## src/rtl/mem_arb_pkg.sv

```systemverilog
// Shared encodings for the memory-port arbiter: FSM states, access sizes,
// requester identities and the alignment rule.
package mem_arb_pkg;

  typedef enum logic [1:0] {
    ST_IDLE       = 2'b00,
    ST_READ_WAIT  = 2'b01,
    ST_WRITE_WAIT = 2'b10
  } state_t;

  typedef enum logic {
    OWNER_FETCH = 1'b0,
    OWNER_DATA  = 1'b1
  } owner_t;

  localparam logic [1:0] SIZE_LOAD = 2'b00;
  localparam logic [1:0] SIZE_BYTE = 2'b01;
  localparam logic [1:0] SIZE_HALF = 2'b10;
  localparam logic [1:0] SIZE_WORD = 2'b11;

  // Loads and fetches are word accesses, so they share the word rule.
  function automatic logic access_aligned(input logic [1:0] addr_lo,
                                          input logic [1:0] size);
    logic ok;
    case (size)
      SIZE_BYTE: ok = 1'b1;
      SIZE_HALF: ok = ~addr_lo[0];
      default:   ok = (addr_lo == 2'b00);
    endcase
    return ok;
  endfunction

endpackage

```

## src/rtl/rr_pick2.sv

```systemverilog
// Combinational two-requester round-robin selector; req_a is fetch,
// req_b is data, and a tie goes to whoever did not win last time.
module rr_pick2
  import mem_arb_pkg::*;
(
  input  logic   req_a,
  input  logic   req_b,
  input  owner_t last_owner,
  output logic   valid,
  output owner_t pick
);

  always_comb begin
    valid = req_a | req_b;
    pick  = OWNER_FETCH;
    if (req_a && req_b) begin
      pick = (last_owner == OWNER_FETCH) ? OWNER_DATA : OWNER_FETCH;
    end else if (req_b) begin
      pick = OWNER_DATA;
    end
  end

endmodule

```

## src/rtl/mem_port_arbiter.sv

```systemverilog
// Shares one memory port between instruction fetch and load/store data,
// with round-robin grants, alignment rejection and registered outputs.
module mem_port_arbiter
  import mem_arb_pkg::*;
#(
  parameter int WORD_SIZE     = 32,
  parameter int ADDR_WIDTH    = 32,
  parameter int READ_LATENCY  = 2,
  parameter int WRITE_TIMEOUT = 15
) (
  input  logic                  clk,
  input  logic                  rst,
  input  logic                  if_req,
  input  logic [ADDR_WIDTH-1:0] if_addr,
  output logic                  if_gnt,
  output logic                  if_rvalid,
  output logic [WORD_SIZE-1:0]  if_rdata,
  output logic                  if_err,
  input  logic                  d_req,
  input  logic [ADDR_WIDTH-1:0] d_addr,
  input  logic [1:0]            d_size,
  input  logic [WORD_SIZE-1:0]  d_wdata,
  output logic                  d_gnt,
  output logic                  d_rvalid,
  output logic [WORD_SIZE-1:0]  d_rdata,
  output logic                  d_err,
  output logic [ADDR_WIDTH-1:0] mem_address,
  output logic [1:0]            mem_write,
  output logic [WORD_SIZE-1:0]  mem_wdata,
  input  logic [WORD_SIZE-1:0]  mem_rdata,
  input  logic                  mem_done
);

  localparam logic [7:0] RD_INIT  = 8'(READ_LATENCY - 1);
  localparam logic [7:0] WR_LIMIT = 8'(WRITE_TIMEOUT);

  state_t                state, state_nxt;
  logic [7:0]            cnt, cnt_nxt;
  owner_t                owner, owner_nxt;
  owner_t                last_owner, last_nxt;
  logic                  pick_valid;
  owner_t                pick;

  logic                  if_gnt_nxt, if_rvalid_nxt, if_err_nxt;
  logic                  d_gnt_nxt, d_rvalid_nxt, d_err_nxt;
  logic [WORD_SIZE-1:0]  if_rdata_nxt, d_rdata_nxt, mem_wdata_nxt;
  logic [ADDR_WIDTH-1:0] mem_address_nxt, win_addr;
  logic [1:0]            mem_write_nxt, win_size;
  logic                  win_store;

  rr_pick2 u_pick (
    .req_a      (if_req),
    .req_b      (d_req),
    .last_owner (last_owner),
    .valid      (pick_valid),
    .pick       (pick)
  );

  always_ff @(posedge clk or posedge rst) begin
    if (rst) begin
      state       <= ST_IDLE;
      cnt         <= '0;
      owner       <= OWNER_DATA;
      last_owner  <= OWNER_DATA;
      if_gnt      <= 1'b0;
      if_rvalid   <= 1'b0;
      if_rdata    <= '0;
      if_err      <= 1'b0;
      d_gnt       <= 1'b0;
      d_rvalid    <= 1'b0;
      d_rdata     <= '0;
      d_err       <= 1'b0;
      mem_address <= '0;
      mem_write   <= 2'b00;
      mem_wdata   <= '0;
    end else begin
      state       <= state_nxt;
      cnt         <= cnt_nxt;
      owner       <= owner_nxt;
      last_owner  <= last_nxt;
      if_gnt      <= if_gnt_nxt;
      if_rvalid   <= if_rvalid_nxt;
      if_rdata    <= if_rdata_nxt;
      if_err      <= if_err_nxt;
      d_gnt       <= d_gnt_nxt;
      d_rvalid    <= d_rvalid_nxt;
      d_rdata     <= d_rdata_nxt;
      d_err       <= d_err_nxt;
      mem_address <= mem_address_nxt;
      mem_write   <= mem_write_nxt;
      mem_wdata   <= mem_wdata_nxt;
    end
  end

  always_comb begin
    state_nxt       = state;
    cnt_nxt         = cnt;
    owner_nxt       = owner;
    last_nxt        = last_owner;
    if_gnt_nxt      = 1'b0;
    if_rvalid_nxt   = 1'b0;
    if_err_nxt      = 1'b0;
    d_gnt_nxt       = 1'b0;
    d_rvalid_nxt    = 1'b0;
    d_err_nxt       = 1'b0;
    if_rdata_nxt    = if_rdata;
    d_rdata_nxt     = d_rdata;
    mem_address_nxt = mem_address;
    mem_write_nxt   = mem_write;
    mem_wdata_nxt   = mem_wdata;

    win_addr  = (pick == OWNER_FETCH) ? if_addr : d_addr;
    win_size  = (pick == OWNER_FETCH) ? SIZE_LOAD : d_size;
    win_store = (pick == OWNER_DATA) && (d_size != SIZE_LOAD);

    unique case (state)
      ST_IDLE: begin
        if (pick_valid) begin
          last_nxt = pick;
          if (pick == OWNER_FETCH) if_gnt_nxt = 1'b1;
          else                     d_gnt_nxt  = 1'b1;
          // A misaligned winner is answered here and never reaches memory.
          if (!access_aligned(win_addr[1:0], win_size)) begin
            if (pick == OWNER_FETCH) if_err_nxt = 1'b1;
            else                     d_err_nxt  = 1'b1;
          end else begin
            owner_nxt       = pick;
            mem_address_nxt = win_addr;
            if (win_store) begin
              mem_write_nxt = d_size;
              mem_wdata_nxt = d_wdata;
              cnt_nxt       = '0;
              state_nxt     = ST_WRITE_WAIT;
            end else begin
              mem_write_nxt = 2'b00;
              cnt_nxt       = RD_INIT;
              state_nxt     = ST_READ_WAIT;
            end
          end
        end
      end

      ST_READ_WAIT: begin
        if (cnt == 8'd0) begin
          if (owner == OWNER_FETCH) begin
            if_rvalid_nxt = 1'b1;
            if_rdata_nxt  = mem_rdata;
          end else begin
            d_rvalid_nxt = 1'b1;
            d_rdata_nxt  = mem_rdata;
          end
          state_nxt = ST_IDLE;
        end else begin
          cnt_nxt = cnt - 8'd1;
        end
      end

      ST_WRITE_WAIT: begin
        if (mem_done) begin
          mem_write_nxt = 2'b00;
          d_rvalid_nxt  = 1'b1;
          state_nxt     = ST_IDLE;
        end else if (cnt == WR_LIMIT) begin
          mem_write_nxt = 2'b00;
          d_err_nxt     = 1'b1;
          state_nxt     = ST_IDLE;
        end else begin
          cnt_nxt = cnt + 8'd1;
        end
      end

      default: state_nxt = ST_IDLE;
    endcase
  end

endmodule

```

## config.mk

```make
export PLATFORM = sky130hd
export DESIGN_NAME = mem_port_arbiter
export DESIGN_NICKNAME = d
export VERILOG_FILES = /design/src/rtl/mem_arb_pkg.sv /design/src/rtl/rr_pick2.sv /design/src/rtl/mem_port_arbiter.sv
export SDC_FILE = /design/constraint.sdc
export NUM_CORES = 1
export LEC_CHECK = 0
export BUFFER_PORTS_ARGS = -buffer_cell sky130_fd_sc_hd__buf_2
export CAP_MARGIN = 30
export CORE_UTILIZATION = 40
export CTS_BUF_LIST = sky130_fd_sc_hd__clkbuf_8
export CTS_CLUSTER_SIZE = 14
export DETAILED_ROUTE_END_ITERATION = 16
export PLACE_DENSITY = 0.71
export SYNTH_ARGS = -nofsm -noshare
export SYNTH_HDL_FRONTEND = slang
export SYNTH_SLANG_ARGS = --single-unit
export TNS_END_PERCENT = 5
```

## constraint.sdc

```tcl
create_clock -name clk -period 7.6 [get_ports clk]
set_input_delay 0.38 -clock clk [delete_from_list [all_inputs] [get_ports clk]]
set_output_delay 0.38 -clock clk [all_outputs]
set_load 0.1 [all_outputs]
```

==> results.json <==
{
  "status": "completed",
  "tns_ns": 0,
  "synth.avg_cell_area_um2": 13.0,
  "worst_path_largest_cell_delay_ns": 0.51,
  "reg2reg_depth": 8,
  "synth.largest_area_cell": "dfrtp_1",
  "ctsResizeCount": 0,
  "worst_setup_path_start_kind": "register",
  "ys_ff_latch": 148,
  "dieArea_mm2": 0.0170,
  "drc": 0,
  "clock_skew_ns": 0.0175,
  "synth_edf_count": 0,
  "async_flop_share": 1.00,
  "fmax_ghz": 0.298,
  "grt_max_degree": 87,
  "die_w_um": 130,
  "clock_latency_ns": 0.45,
  "rows": 46,
  "critPathTopFamily": "compound AO/OA/AOI/OAI gates",
  "hp-class": "in -> async",
  "ys_types": 52,
  "synth.yosys.warnings": 0,
  "final_layout_size_suffix_gt1_frac": 0.487,
  "whs_ns": 0.0654,
  "coreArea_mm2": 0.0160,
  "syn_area_mm2": 0.00660,
  "crit_path_max_fanout": 32,
  "ys_seq_area_frac": 0.562,
  "pin_count": 271,
  "met1_usage": 0.204,
  "maxCapViolCount": 0,
  "arrival_ns": 3.67,
  "diodes": 0,
  "via_per_inst": 4.79,
  "crit_path_end_kind": "register",
  "clk_path_buf_depth": 2,
  "setup_viol": 0,
  "rr_startpoint": "last_owner",
  "htree_levels": 4,
  "ff2ff_setup_slack_ns": 4.25,
  "grt_first_pass_wirelength_mm": 22.6,
  "grt-ovfl-total": 0,
  "post_cts_buffers": 0,
  "grt-busiest-layer": "met2",
  "drt-total-wl_mm": 14.9,
  "crit_path_cell_trace": "a21boi_1, and2_1, ha_1, nand2b_1, a211o_1, a31oi_2, nand2_2, mux2_1",
  "io_buffers": 270,
  "worstReg2RegEnd": "mem_wdata[26]",
  "use_met3": 0.0480,
  "fp.dieH_um": 130,
  "final_common_cell": "buf_2",
  "path_clk_slew_ns": 0.09,
  "numCtsBuffers": 17,
  "required_ns": 7.92,
  "hold_violations": 0,
  "synth_area_leaders": "dfrtp_1 55%, mux2_4 6.6%, mux2_2 6.3%",
  "relSlewSlack": 0.428,
  "critPathBufInv": 0,
  "path_class": "reg -> reg",
  "cts_root_buf": "clkbuf_8",
  "synth_cells": 508,
  "mostFrequentLayoutCells": "270 x buf_2, 146 x dfrtp_1, 42 x nand2_1, 42 x o21ai_0, 37 x mux2_2",
  "dpl.hpwl_mm": 10.7,
  "fin_crit_sh": 0.441,
  "cts_tree": "done",
  "drt_iter0_drc": 173,
  "synth_fp_nets": 656,
  "grtUsageTotal": 0.173,
  "fin_crit_ns": 3.35,
  "fin_nets": 922,
  "firstDrtPassIters": 4,
  "synth_ff_type": "dfrtp_1",
  "worst_pin_slew_ns": 0.856,
  "area_growth_pct": 28.1,
  "final-max-slew-violation-count": 0,
  "finalWeightedCongestion": 0.773,
  "cts_hold_repair.buffers": 0,
  "crit_slowest_cell": "mux2_1",
  "rsz0062_at_grt": "no",
  "clock_sinks": 148,
  "start_util": 0.412,
  "synth_top_area_share": 0.554,
  "grt_pass1_vias": 4564,
  "num_vias": 4806,
  "antenna_found_initial": 0,
  "wl_per_cell_um": 14.9,
  "ant_nets": 0,
  "grt_use_met2": 0.302
}
[worst register-to-register path, delay by kind of cell (launching register included)]
kind	cells	cell delay, ns
simple gates	3	0.93
mux	1	0.53
fa+ha+maj	1	0.29
compound gates	3	1.08
flops	1	0.39
[layer usage]
layer,vias to the layer above,part of all wire
met3,18,0.071
met1,2273,0.42
met5,-,0
met4,0,0.014
met2,178,0.50
li1,2337,-
[metrics by stage]
step                utilization  setup slack [ns]  cell area [µm²]  cells
floorplan                     -              3.24             6600    508
global placement          0.506              4.22             8090    971
detailed placement        0.506              4.11             8090    971
CTS                       0.528              4.26             8450   1003
global route              0.528              4.01             8450   1003
finish                    0.528              4.25             8450   1003
[worst max-delay path by stage]
stage,startpoint,end,cells past startpoint
2_1_floorplan,rst,cnt[0],1
3_3_place_gp,d_req,mem_wdata[19],9
3_5_place_dp,d_req,mem_wdata[26],9
4_1_cts,last_owner,mem_wdata[26],8
5_1_grt,last_owner,mem_wdata[26],8
6_report,last_owner,mem_wdata[26],8
[cell usage after synthesis, drive strengths merged, types with 2 or more instances]
library cell / instances
nor2: 12
nor3: 5
buf: 21
nand2: 44
o31ai: 5
a32oi: 2
o21ai: 44
mux2i: 33
nand4: 5
a21oi: 6
clkbuf: 6
dfstp: 2
a31oi: 2
nor4: 2
nand3: 4
or4: 2
mux2: 96
xor2: 2
a211o: 2
o21a: 4
inv: 16
nand4b: 2
o21bai: 3
o22ai: 2
a21boi: 3
nand2b: 7
ha: 12
o2111ai: 2
dfrtp: 146
nor2b: 2
a31o: 2
[logic make-up after synthesis]
family | after synthesis | share of synthesized area
flip-flops | 148 | 0.562
multiplexers | 129 | 0.230
AND/OR/NAND/NOR | 89 | 0.0654
AO/OA/AOI/OAI | 83 | 0.0781
buffers and inverters | 43 | 0.0345
adder cells (fa/ha/maj) | 13 | 0.0258
XOR/XNOR | 3 | 0.00398
[sequential cells by signal, summed over array words and instances, names as in the netlist]
name         flops
cnt              8
d_err            1
d_gnt            1
d_rdata         32
d_rvalid         1
if_err           1
if_gnt           1
if_rdata        32
if_rvalid        1
last_owner       1
mem_address     32
mem_wdata       32
mem_write        2
owner            1
state            2
[layout make-up]
class	count	area (µm²)
Fill cell	1449	7550
Clock buffer	17	234
Sequential cell	148	3710
Multi-Input combinational cell	317	2670
Clock inverter	15	131
Tap cell	216	270
Inverter	16	65.1
Timing Repair Buffer	274	1380
Power is left out: the tool's default activity adds up to more than one toggle a clock period on the data nets, which glitch-free logic cannot reach.
